### src/rtl/imem_ext_loader_pkg.sv
// Shared types and constants for the instruction-memory external-port loader.
// VERIFY/ERR states exist only when IMEM_LOADER_VERIFY_EN is defined.
package imem_loader_pkg;

    localparam int ADDR_STRIDE_DEF = 4;
    localparam int RD_LAT          = 1;

    typedef enum logic [2:0] {
        IDLE,
        LOAD,
        RUN
`ifdef IMEM_LOADER_VERIFY_EN
        ,
        VERIFY,
        ERR
`endif
    } state_t;

endpackage

### src/rtl/imem_ext_loader_if.sv
// Instruction stream plus external imem port. The loader is the master side;
// the host/stream source and the memory form the slave side.
interface imem_ext_loader_if #(
    parameter int ADDR_W = 64,
    parameter int DATA_W = 32
);
    logic              s_valid;
    logic [DATA_W-1:0] s_data;
    logic              s_ready;
    logic [ADDR_W-1:0] addr_ext;
    logic              wen_ext;
    logic              ren_ext;
    logic [DATA_W-1:0] wdata_ext;
    logic [DATA_W-1:0] rdata_ext;

    modport master (
        input  s_valid, s_data, rdata_ext,
        output s_ready, addr_ext, wen_ext, ren_ext, wdata_ext
    );

    modport slave (
        output s_valid, s_data, rdata_ext,
        input  s_ready, addr_ext, wen_ext, ren_ext, wdata_ext
    );
endinterface

### src/rtl/imem_loader_addr_gen.sv
// Base/count latch and word index; addr is base + idx*ADDR_STRIDE modulo 2^ADDR_W.
// Shared by the write (LOAD) and read-back (VERIFY) passes via rewind.
module imem_loader_addr_gen #(
    parameter int ADDR_W      = 64,
    parameter int CNT_W       = 10,
    parameter int ADDR_STRIDE = 4
) (
    input  logic              clk,
    input  logic              arst_n,
    input  logic              load,
    input  logic              rewind,
    input  logic              step,
    input  logic [ADDR_W-1:0] base_addr,
    input  logic [CNT_W-1:0]  word_count,
    output logic [ADDR_W-1:0] addr,
    output logic              last
);
    logic [ADDR_W-1:0] base_q;
    logic [CNT_W-1:0]  cnt_q;
    logic [CNT_W-1:0]  idx;

    always_ff @(posedge clk) begin
        if (!arst_n) begin
            base_q <= '0;
            cnt_q  <= '0;
            idx    <= '0;
        end else if (load) begin
            base_q <= base_addr;
            cnt_q  <= word_count;
            idx    <= '0;
        end else if (rewind) begin
            idx <= '0;
        end else if (step) begin
            idx <= idx + CNT_W'(1);
        end
    end

    assign addr = base_q + ADDR_W'(idx) * ADDR_W'(ADDR_STRIDE);
    assign last = (idx == cnt_q - CNT_W'(1));

endmodule

### src/rtl/imem_ext_loader.sv
// Streams instruction words into imem through the external port, then enables the CPU.
// Define IMEM_LOADER_VERIFY_EN to add a read-back pass checked with a running XOR checksum.
module imem_ext_loader
    import imem_loader_pkg::*;
#(
    parameter int ADDR_W      = 64,
    parameter int DATA_W      = 32,
    parameter int CNT_W       = 10,
    parameter int ADDR_STRIDE = ADDR_STRIDE_DEF
) (
    input  logic              clk,
    input  logic              arst_n,
    input  logic              start,
    input  logic [ADDR_W-1:0] base_addr,
    input  logic [CNT_W-1:0]  word_count,
    imem_ext_loader_if.master bus,
    output logic              cpu_enable,
    output logic              busy,
    output logic              done,
    output logic              error
);
    state_t            state;
    logic [ADDR_W-1:0] ag_addr;
    logic              ag_last;
    logic              ag_load;
    logic              ag_rewind;
    logic              ag_step;

`ifdef IMEM_LOADER_VERIFY_EN
    // The shadow is an XOR of every word written; the read-back XOR must equal it.
    // A mismatch is therefore reported once the last read returns.
    logic              rd_done;
    logic              rd_issue;
    logic [DATA_W-1:0] wr_sum;
    logic [DATA_W-1:0] rd_sum;
    logic [RD_LAT:0]   vld_pipe;
    logic [RD_LAT:0]   last_pipe;

    assign rd_issue = (state == VERIFY) && !rd_done;

    always_ff @(posedge clk) begin
        if (!arst_n) begin
            vld_pipe  <= '0;
            last_pipe <= '0;
        end else begin
            vld_pipe  <= {vld_pipe[RD_LAT-1:0], rd_issue};
            last_pipe <= {last_pipe[RD_LAT-1:0], rd_issue && ag_last};
        end
    end
`else
    logic unused_rdata;
    assign unused_rdata = ^bus.rdata_ext;
`endif

    assign ag_load   = start && !busy && (word_count != '0);
    assign ag_rewind = (state == LOAD) && !bus.s_ready;

    always_comb begin
        ag_step = (state == LOAD) && bus.s_valid && bus.s_ready;
`ifdef IMEM_LOADER_VERIFY_EN
        if (rd_issue) ag_step = 1'b1;
`endif
    end

    imem_loader_addr_gen #(
        .ADDR_W      (ADDR_W),
        .CNT_W       (CNT_W),
        .ADDR_STRIDE (ADDR_STRIDE)
    ) u_addr_gen (
        .clk        (clk),
        .arst_n     (arst_n),
        .load       (ag_load),
        .rewind     (ag_rewind),
        .step       (ag_step),
        .base_addr  (base_addr),
        .word_count (word_count),
        .addr       (ag_addr),
        .last       (ag_last)
    );

    always_ff @(posedge clk) begin
        if (!arst_n) begin
            state         <= IDLE;
            bus.s_ready   <= 1'b0;
            bus.addr_ext  <= '0;
            bus.wen_ext   <= 1'b0;
            bus.ren_ext   <= 1'b0;
            bus.wdata_ext <= '0;
            cpu_enable    <= 1'b0;
            busy          <= 1'b0;
            done          <= 1'b0;
            error         <= 1'b0;
`ifdef IMEM_LOADER_VERIFY_EN
            rd_done       <= 1'b0;
            wr_sum        <= '0;
            rd_sum        <= '0;
`endif
        end else begin
            bus.wen_ext <= 1'b0;
            bus.ren_ext <= 1'b0;
            case (state)
                LOAD: begin
                    if (bus.s_ready) begin
                        if (bus.s_valid) begin
                            bus.wen_ext   <= 1'b1;
                            bus.addr_ext  <= ag_addr;
                            bus.wdata_ext <= bus.s_data;
`ifdef IMEM_LOADER_VERIFY_EN
                            wr_sum        <= wr_sum ^ bus.s_data;
`endif
                            if (ag_last) bus.s_ready <= 1'b0;
                        end
                    end else begin
                        // s_ready low in LOAD means the final write pulse just went out
`ifdef IMEM_LOADER_VERIFY_EN
                        state   <= VERIFY;
                        rd_done <= 1'b0;
                        rd_sum  <= '0;
`else
                        state      <= RUN;
                        busy       <= 1'b0;
                        done       <= 1'b1;
                        cpu_enable <= 1'b1;
`endif
                    end
                end
`ifdef IMEM_LOADER_VERIFY_EN
                VERIFY: begin
                    if (rd_issue) begin
                        bus.ren_ext  <= 1'b1;
                        bus.addr_ext <= ag_addr;
                        if (ag_last) rd_done <= 1'b1;
                    end
                    if (vld_pipe[RD_LAT]) begin
                        rd_sum <= rd_sum ^ bus.rdata_ext;
                        if (last_pipe[RD_LAT]) begin
                            busy <= 1'b0;
                            if ((rd_sum ^ bus.rdata_ext) == wr_sum) begin
                                state      <= RUN;
                                done       <= 1'b1;
                                cpu_enable <= 1'b1;
                            end else begin
                                state <= ERR;
                                error <= 1'b1;
                            end
                        end
                    end
                end
`endif
                default: begin
                    // IDLE, RUN and ERR all restart identically on start
                    if (start) begin
                        cpu_enable <= 1'b0;
                        error      <= 1'b0;
                        if (word_count == '0) begin
                            state      <= RUN;
                            done       <= 1'b1;
                            cpu_enable <= 1'b1;
                        end else begin
                            state       <= LOAD;
                            bus.s_ready <= 1'b1;
                            busy        <= 1'b1;
                            done        <= 1'b0;
`ifdef IMEM_LOADER_VERIFY_EN
                            wr_sum      <= '0;
`endif
                        end
                    end
                end
            endcase
        end
    end

endmodule
### src/flat_wrapper.sv
// flat-port wrapper written by rule: the top's interface ports become plain ports
module imem_ext_loader_flat import imem_loader_pkg::*;
#(
    parameter int ADDR_W      = 64,
    parameter int DATA_W      = 32,
    parameter int CNT_W       = 10,
    parameter int ADDR_STRIDE = ADDR_STRIDE_DEF
)
  (clk, arst_n, start, base_addr, word_count, cpu_enable, busy, done, error, bus_s_valid, bus_s_data, bus_rdata_ext, bus_s_ready, bus_addr_ext, bus_wen_ext, bus_ren_ext, bus_wdata_ext);
  imem_ext_loader_if #(.ADDR_W(ADDR_W), .DATA_W(DATA_W)) bus_i ();
  input  logic clk;
  input  logic arst_n;
  input  logic start;
  input  logic [ADDR_W-1:0] base_addr;
  input  logic [CNT_W-1:0] word_count;
  output logic cpu_enable;
  output logic busy;
  output logic done;
  output logic error;
  input wire logic [$bits(bus_i.s_valid)-1:0] bus_s_valid;
  input wire logic [$bits(bus_i.s_data)-1:0] bus_s_data;
  input wire logic [$bits(bus_i.rdata_ext)-1:0] bus_rdata_ext;
  output wire logic [$bits(bus_i.s_ready)-1:0] bus_s_ready;
  output wire logic [$bits(bus_i.addr_ext)-1:0] bus_addr_ext;
  output wire logic [$bits(bus_i.wen_ext)-1:0] bus_wen_ext;
  output wire logic [$bits(bus_i.ren_ext)-1:0] bus_ren_ext;
  output wire logic [$bits(bus_i.wdata_ext)-1:0] bus_wdata_ext;
  assign bus_i.s_valid = bus_s_valid;
  assign bus_i.s_data = bus_s_data;
  assign bus_i.rdata_ext = bus_rdata_ext;
  assign bus_s_ready = bus_i.s_ready;
  assign bus_addr_ext = bus_i.addr_ext;
  assign bus_wen_ext = bus_i.wen_ext;
  assign bus_ren_ext = bus_i.ren_ext;
  assign bus_wdata_ext = bus_i.wdata_ext;
  imem_ext_loader #(.ADDR_W(ADDR_W), .DATA_W(DATA_W), .CNT_W(CNT_W), .ADDR_STRIDE(ADDR_STRIDE)) u_core (.clk(clk), .arst_n(arst_n), .start(start), .base_addr(base_addr), .word_count(word_count), .bus(bus_i), .cpu_enable(cpu_enable), .busy(busy), .done(done), .error(error));
endmodule
### config.mk
export PLATFORM = sky130hd
export DESIGN_NAME = imem_ext_loader_flat
export DESIGN_NICKNAME = d
export VERILOG_FILES = /design/src/rtl/imem_ext_loader_pkg.sv /design/src/rtl/imem_ext_loader_if.sv /design/src/rtl/imem_loader_addr_gen.sv /design/src/rtl/imem_ext_loader.sv /design/src/flat_wrapper.sv
export SDC_FILE = /design/constraint.sdc
export NUM_CORES = 1
export LEC_CHECK = 0
export CORE_MARGIN = 2
export CORE_UTILIZATION = 42
export DETAILED_ROUTE_END_ITERATION = 7
export PLACE_DENSITY = 0.73
export SLEW_MARGIN = 10
export SYNTH_ARGS = -nofsm -noshare
export SYNTH_HDL_FRONTEND = slang
export SYNTH_SLANG_ARGS = --single-unit
### constraint.sdc
create_clock -name clk -period 3.3 [get_ports clk]
set_clock_uncertainty 0.2 [all_clocks]
set_input_delay 0.495 -clock clk [delete_from_list [all_inputs] [get_ports clk]]
set_output_delay 0.495 -clock clk [all_outputs]
set_load 0.01 [all_outputs]
-- Yosys cells after proc, flatten, opt, wreduce, memory -nomap -nowiden
Cells that the tools add are included.
- input port bits: 142
- word-level logic and storage cells: 51
- output and inout bits: 103
- register bits after elaboration: 187
- equality and inequality tests: 4
- reduce and logical (&&, ||, !) cells: 16
- $add $sub $neg: 3
- bitwise gates (word level): 1
- mux-type cells: 17
- operators with widths (cell ; number):
    64-bit by 12-bit adder with 64-bit output ; 1
    1-bit 2-to-1 mux ; 13
    10-bit by 1-bit adder with 10-bit output (second input constant) ; 1
    10-bit equality test ; 1
    10-bit logical NOT ; 1
    10-bit nonzero test ; 1
    10-bit by 1-bit subtractor with 10-bit output (second input constant) ; 1
    3-bit 2-to-1 mux ; 3
    3-bit AND reduction ; 3
    1-bit logical AND ; 5
    2-bit AND reduction ; 2
    3-bit by 1-bit equality test with 1-bit output (second input constant) ; 1
    3-bit OR reduction ; 1
    1-bit logical NOT ; 2
    2-bit 2-to-1 mux ; 1
    2-bit by 1-bit != test with 1-bit output (second input constant) ; 1
    2-bit != test (second input constant) ; 1
    2-bit nonzero test ; 1
    1-bit NOT ; 1

-- Longest topological paths before layout
Gate-level depths: netlist of run 1.
- depth in word-level cells: 6
- depth in mapped cells: 8
- depth with buffers taken out: 8

-- Cells and area by module
From an unflattened synthesis of run 1, not the netlist that was laid out.
- cell total of the unflattened synthesis: 1023
- area, all modules: 8952.3 µm²
- by module, submodules not included (module ; cells an instance ; sequential area each (µm²) ; area an instance (µm²) ; instances):
    imem_loader_addr_gen ; 577 ; 1681.6 ; 5141.2 ; 1
    imem_ext_loader ; 446 ; 2021.9 ; 3811.2 ; 1

-- Least setup slack after synthesis of run 1
Ideal clock, no wire load.
- path kind: reg2reg
- start: register u_core.u_addr_gen.idx[0]
- end: register u_core.bus.addr_ext[30]
- buffers on the path: 0
- required time: 3.014 ns
- period minus slack after synthesis: 2.705 ns
- library setup time: 0.086 ns
- arrival time: 2.419 ns
- stages on the path, launching flop included: 9
- slack: 0.595 ns
- path through: dfxtp_1 > ha_1 > fa_1 > a21o_1 > a221o_1 > o2111ai_1 > nor3_1 > xnor2_1 > a211oi_1
- cells in the longest elaborated chain, start to end: 1
- ends and longest elaborated chain (element ; RTL line ; text):
    start, declared ; imem_loader_addr_gen.sv:20 ; logic [CNT_W-1:0] idx;
    start signal, assigned ; imem_loader_addr_gen.sv:34 ; idx <= idx + CNT_W'(1);
    64-bit by 12-bit adder with 64-bit output ; imem_loader_addr_gen.sv:38 ; assign addr = base_q + ADDR_W'(idx) * ADDR_W'(ADDR_STRIDE);
    end signal, assigned ; imem_ext_loader.sv:106 ; bus.addr_ext <= ag_addr;
    end, declared ; imem_ext_loader_if.sv:18 ; output s_ready, addr_ext, wen_ext, ren_ext, wdata_ext
Every way passes these cells.
A chain may end at the register's enable or synchronous reset.

-- Worst setup path after layout of run 1
- start: register u_core.u_addr_gen.idx[0]
- end: register u_core.bus.addr_ext[62]
The elaborated chain is that of the path after synthesis.

==> impl_metrics.csv, run 1 <==
group,metric,value,unit
routing,wirelength_met1,10260,um
power_and_ir_drop,p_leak,3.859,nW
global_route,grt_pass1_wl,37020,um
global_route,grt_use_total,0.2223,
logic_synthesis,synth_area_per_cell,7.794,sq um
logic_synthesis,synth_cell_types,48,
routing,dr.max_layer_used,"met5",
finish,drive_gt1_frac,0.05071,
die,die-area,20980,sq um
cts,clock_latency,0.43,ns
timing,period_needed,3.061,ns
timing,worst_slew_pin_slew,1.145,ns
logic_synthesis,syn-cell-area,8332,sq um
cts,htreeDepth,4,
power_and_ir_drop,powerDensity,451.1,nW/um^2
timing,max_slew_margin,0.2351,
logic_synthesis,yosys_warnings,0,
routing,drc,0,
die,start_util,0.4281,
setup_path,end_kind,"flip-flop",
global_route,antenna_found_initial,4,
die,coreArea,19460,sq um
cts,cts_tree,"yes",
cts,cts_resized,0,
run_status,outcome,"complete, no violations",
logic_synthesis,async_flop_share,0,
global_route,grt_start_max_net_pins,66,
setup_path,arrival,3.15,ns
logic_synthesis,yosysSeqAreaShare,0.4469,
logic_synthesis,syn_inst,1069,
placement,port_buffers,210,
timing,max_freq,326.7,MHz
timing,whs,0.2543,ns
die,die_w,144.8,um
routing,wl_met3,2053,um
hold_path,worstHoldPathType,"flip-flop to flip-flop",
hold_path,hold_end,"u_core.bus.wdata_ext[16]$_SDFFE_PN0P_",
setup_path,crit_fanout,5,
routing,avgRoutedWirePerCell,15.31,um
setup_path,startpoint_type,"flip-flop",
cts,cts.clk_slew.worst_paths,0.07,ns
timing,rsz0062_at_grt,"no",
timing,drv_slew,0,
finish,area_growth,35.71,%
timing,setup_viol,0,
cts,holdBufCountCts,0,
setup_path,r2r-end,"u_core.bus.addr_ext[62]$_SDFFE_PN0P_",
setup_path,required,3.39,ns
placement,dpl.hpwl,16520,um
routing,ant_nets,0,
cts,cts-buffers-inserted,17,
routing,dr.pass1.iters,5,
finish,layout_common_cells,"nand2_1 (267), clkdlybuf4s50_1 (209), dfxtp_1 (186)",
finish,n_fill_cell,1762,
power_and_ir_drop,ir_drop,0.0003712,V
logic_synthesis,synthFlopType,"dfxtp_1",
routing,wirelength,23410,um
routing,vias_per_cell,5.188,
cts,cts_sinks,186,
cts,post_cts_buffers,0,
die,die_height,144.8,um
setup_path,reg2reg_depth,9,
routing,vias,7932,
cts,cts_buffer_depth,2,
timing,finalHoldViolCount,0,
cts,clock-root-buffer,"clkbuf_16",
hold_path,hold_depth,2,
setup_path,path_class,"flip-flop to flip-flop",
logic_synthesis,synth_seq_cells,186,
die,row_count,51,
hold_path,hold_path.startpoint,"u_core.bus.wdata_ext[16]$_SDFFE_PN0P_",
logic_synthesis,synth-edff-count,0,
routing,dr_wl_met2,10780,um
setup_path,rr_startpoint,"u_core.u_addr_gen.idx[0]$_SDFFE_PP0P_",
placement,gp_congestion,0.8315,
timing,finalCritPeriodShare,0.9276,
die,ios,245,
timing,fin_setup_tns,0,ns
routing,drt-initial-drc-count,478,
finish,final_common_cell,"nand2_1",
global_route,first_global_vias,7370,
finish,nNetsFinal,1404,
setup_path,worst-r2r-setup-slack,0.24,ns
run,drv_cap,0,
global_route,overflow,0,
-- routing by layer --
| metal | vias up | track usage |
|---|---|---|
| li1 | 4030 | - |
| met1 | 3615 | 0.2787 |
| met2 | 257 | 0.3664 |
| met3 | 28 | 0.07568 |
| met4 | 2 | 0.05876 |
| met5 | - | 0 |
-- state kept, by name, summed over array words and instances (netlist names) --
| name | flops |
|---|---|
| u_core.bus.addr_ext | 64 |
| u_core.u_addr_gen.base_q | 64 |
| u_core.bus.wdata_ext | 32 |
| u_core.u_addr_gen.cnt_q | 10 |
| u_core.u_addr_gen.idx | 10 |
| u_core.state | 2 |
| u_core.bus.s_ready | 1 |
| u_core.bus.wen_ext | 1 |
| u_core.busy | 1 |
| u_core.cpu_enable | 1 |
-- power by group --
part	switching, mW	leakage, nW	internal, mW
sequential	0.0909	1.51	2.34
combinational	0.272	2.07	0.296
clock	0.905	0.277	1.20
total	1.27	3.86	3.83
-- through the flow --
stage	util	cells	cell area, sq um	worst slack, ns	total power [mW]
after CTS	0.5805	1527	11300	0.2330	5.133
final	0.5810	1529	11310	0.2388	5.100
after global routing	0.5807	1527	11300	0.03853	5.294
after floorplan	-	1070	8335	0.5954	2.754
after detailed placement	0.5496	1495	10700	0.06658	3.047
after global placement	0.5496	1495	10700	0.04514	3.035
-- final cells by class --
| class | instances | area [sq um] | area share |
|---|---|---|---|
| clock buffers | 19 | 432.9 | 0.03829 |
| inverters | 14 | 55.05 | 0.004869 |
| repair buffers | 229 | 2277 | 0.2014 |
| clock inverters | 13 | 167.7 | 0.01483 |
| diodes | 2 | 5.005 | 0.0004426 |
| well taps | 265 | 331.6 | 0.02932 |
| flip-flops and latches | 186 | 3724 | 0.3293 |
| multi-input cells | 801 | 4314 | 0.3815 |
-- critical path, cell delays in order, from the launching register on --
cell and delay, ns:
dfxtp_1 0.38, ha_1 0.24, fa_1 0.42, a21o_1 0.20
a221o_1 0.39, o2111ai_1 0.54, buf_4 0.25, nor4_1 0.07
xnor2_1 0.15, a21oi_1 0.09
-- cell usage after synthesis, types with 12 or more instances --
| cell | count | area share |
|---|---|---|
| a21oi_1 | 182 | 0.11 |
| clkbuf_1 | 55 | 0.025 |
| dfxtp_1 | 186 | 0.45 |
| ha_1 | 12 | 0.018 |
| inv_1 | 14 | 0.0063 |
| nand2_1 | 267 | 0.12 |
| nand3_1 | 34 | 0.020 |
| nand4_1 | 16 | 0.012 |
| nor2_1 | 41 | 0.018 |
| nor3_1 | 20 | 0.012 |
| nor4_1 | 12 | 0.0090 |
| o21ai_0 | 56 | 0.034 |
| xnor2_1 | 60 | 0.063 |
| xor2_1 | 18 | 0.019 |
-- cells by family after synthesis --
logic type	share of synthesized area
other	0.0004501
AOI/OAI and AO/OA	0.1805
muxes	0.004956
adders and majority gates	0.02042
DFF	0.4469
buffers and inverters	0.03889
and+or+nand+nor	0.2259
xor gates and xnor gates	0.08199
-- how the worst max path moves through the flow --
stage	from	end
after floorplan	u_core.u_addr_gen.idx[0]$_SDFFE_PP0P_	u_core.bus.addr_ext[30]$_SDFFE_PN0P_
after global placement	word_count[9]	u_core.u_addr_gen.base_q[43]$_SDFFE_PN0P_
after detailed placement	word_count[9]	u_core.u_addr_gen.base_q[53]$_SDFFE_PN0P_
after CTS	u_core.u_addr_gen.base_q[18]$_SDFFE_PN0P_	u_core.bus.addr_ext[50]$_SDFFE_PN0P_
after global routing	u_core.u_addr_gen.idx[0]$_SDFFE_PP0P_	u_core.bus.addr_ext[62]$_SDFFE_PN0P_
final	u_core.u_addr_gen.idx[0]$_SDFFE_PP0P_	u_core.bus.addr_ext[62]$_SDFFE_PN0P_
(Power assumes the default switching activity.)
==> run 2, diff against run 1 <==
Settings changed: CAP_MARGIN set to 10.
==> results of run 2 <==
The final DEF is identical to that of run 1; final timing and power are the same.
==> run 3, diff against run 2 <==
Settings changed: CORE_ASPECT_RATIO set to 0.75, PLACE_DENSITY 0.73 to 0.76.
Clock period 3.3 ns to 2.6 ns, I/O delays scaled along.
==> run 3 against run 2 <==
Compared with the run above: the run now ends with negative setup slack left; total power is 28% higher; register-to-register slack worse by 0.26 ns; utilization is 3.4 points higher; cell count is 3.1% higher; worst setup slack worse by 0.26 ns; non-clock buffer count is 62 higher; first-iteration DRC count is 35% higher; fmax is 17% higher; via count is 6.3% higher; flip-flop and latch count stayed put; wire length is 7.0% higher; clock power is 26% higher; critical path type unchanged; highest routed layer is now met4.
==> impl_metrics.csv, run 3 (synthesis gave the netlist of run 1 again) <==
group,metric,value,unit
setup_path,arrival,2.74,ns
setup_path,worst_path_dominant_cell_family,"compound AO/OA/AOI/OAI gates",
global_route,first_global_vias,8059,
timing,fin_setup_tns,-0.03842,ns
timing,setup_viol,3,
global_route,antenna_found_initial,1,
timing,finalCritPeriodShare,1.010,
setup_path,path_buf_inv,1,
cts,holdBufCountCts,0,
die,die-area,20990,sq um
placement,gp_congestion,0.8891,
power_and_ir_drop,p_leak,4.212,nW
routing,drc,0,
global_route,grt_use_total,0.2329,
routing,drt-initial-drc-count,645,
finish,area_growth,42.95,%
timing,rsz0062_at_grt,"yes",
power_and_ir_drop,ir_drop,0.0003385,V
run_status,violations,"negative setup slack",
finish,final_common_cell,"nand2_1",
power_and_ir_drop,totalPowerFinal,6.515,mW
global_route,grt_pass1_wl,39930,um
routing,vias_per_cell,5.344,
die,start_util,0.4299,
placement,post-place-ws,0.003385,ns
global_route,overflow,0,
placement,port_buffers,210,
cts,cts_tree,"yes",
routing,wirelength,25050,um
timing,whs,0.2550,ns
setup_path,crit_fanout,6,
power_and_ir_drop,powerDensity,547.0,nW/um^2
setup_path,worst_path_max_delay_cell,"a221o_1",
cts,clock_latency,0.43,ns
finish,layout_common_cells,"nand2_1 (267), clkdlybuf4s50_1 (209), dfxtp_1 (184)",
finish,design_area,11910,sq um
timing,max_freq,380.9,MHz
routing,vias,8428,
routing,ant_nets,0,
timing,period_needed,2.626,ns
setup_path,required,2.71,ns
finish,final_util,0.6146,
run,drv_cap,0,
die,ios,245,
run_status,outcome,"finished, violations left",
finish,drive_gt1_frac,0.1096,
placement,placed_area,11200,sq um
cts,cts_sinks,186,
timing,worst_slew_pin_slew,0.6548,ns
timing,max_slew_margin,0.5624,
die,die_height,126.0,um
cts,cts-buffers-inserted,17,
routing,avgRoutedWirePerCell,15.89,um
cts,htreeDepth,4,
timing,layout_setup_ws,-0.02551,ns
setup_path,crit_chain,"ha_4 -> fa_2 -> a21o_1 -> a221o_1 -> o211ai_1 -> buf_4 -> nor4_1 -> xnor2_1 -> a21oi_1",
setup_path,startpoint_type,"flip-flop",
cts,clock-root-buffer,"clkbuf_16",
hold_path,worstHoldPathType,"flip-flop to flip-flop",
die,die_w,166.6,um
timing,finalHoldViolCount,0,
timing,drv_slew,0,
setup_path,end_kind,"flip-flop",
placement,post-place-cells,1542,
routing,dr.pass1.iters,5,
setup_path,worst-r2r-setup-slack,-0.03,ns
die,coreArea,19380,sq um
finish,reg_top3,"u_core.bus.addr_ext: 64 flops, u_core.u_addr_gen.base_q: 64 flops, u_core.bus.wdata_ext: 32 flops",
placement,dpl.hpwl,17580,um
setup_path,crit_path_max_incr_delay,0.39,ns
finish,nNetsFinal,1466,
global_route,grt_start_max_net_pins,72,
cts,cts_buffer_depth,2,
setup_path,path_class,"flip-flop to flip-flop",
cts,cts.clk_slew.worst_paths,0.07,ns
die,row_count,44,
finish,fin_cells,1577,
==> run 3: cell count changes in the layout (fill, tap and decap cells not counted), moves of 2 or more <==
cell        change
buf_4          +56
clkinvlp_4      -2
nor4_2          +4
a2111oi_1       +3
nor3_1          -3
nor3_2          +2
dfxtp_2         +2
inv_8           +2
buf_12          +5
nor4_1          -4
clkbuf_1        -2
a2111oi_0       -4
dfxtp_1         -2
==> run 3: what timing repair did <==
item | 4_1_cts | 5_1_grt
buffers inserted | 1 | 2
endpoints found under the hold margin | 0 | 0
resized for setup | 1 | 22
setup endpoints to repair | 10 | 30
pin swaps | 2 | 8
==> run 3: metal layers <==
layer	vias to the layer above	GRT usage	share of wire
met5	-	0	0
li1	4142	-	-
met4	0	0.05477	0.011
met3	22	0.08045	0.096
met2	317	0.3622	0.44
met1	3947	0.3130	0.45
==> run 3: layout make-up <==
type	instances	area (sq um)
fill	1702	7468
multi-input combinational	801	4414
sequential	186	3726
timing repair buffer	291	2809
clock buffer	17	425.4
tap	253	316.6
clock inverter	14	162.7
inverter	14	53.80
antenna	1	2.502
==> run 3: power breakdown <==
| part | switching, mW | total (mW) | leakage [nW] | internal [mW] |
|---|---|---|---|---|
| clock network | 1.20 | 2.64 | 0.281 | 1.44 |
| registers | 0.0948 | 3.06 | 1.51 | 2.96 |
| logic | 0.392 | 0.819 | 2.42 | 0.427 |
==> run 3: worst paths after layout <==
| path | start | end | cells past startpoint |
|---|---|---|---|
| setup reg to reg | u_core.u_addr_gen.base_q[2]$_SDFFE_PN0P_ | u_core.bus.addr_ext[60]$_SDFFE_PN0P_ | 9 |
| setup / recovery | u_core.u_addr_gen.base_q[2]$_SDFFE_PN0P_ | u_core.bus.addr_ext[60]$_SDFFE_PN0P_ | 9 |
| hold reg to reg | u_core.bus.wdata_ext[19]$_SDFFE_PN0P_ | u_core.bus.wdata_ext[19]$_SDFFE_PN0P_ | 2 |
| hold / removal | u_core.bus.wdata_ext[19]$_SDFFE_PN0P_ | u_core.bus.wdata_ext[19]$_SDFFE_PN0P_ | 2 |
==> run 3: tightest hold or removal path: cells and delay by family (launching register included) <==
family | cells | cell delay [ns]
AOI/OAI and AO/OA | 1 | 0.05
and+or+nand+nor | 1 | 0.05
DFF | 1 | 0.31
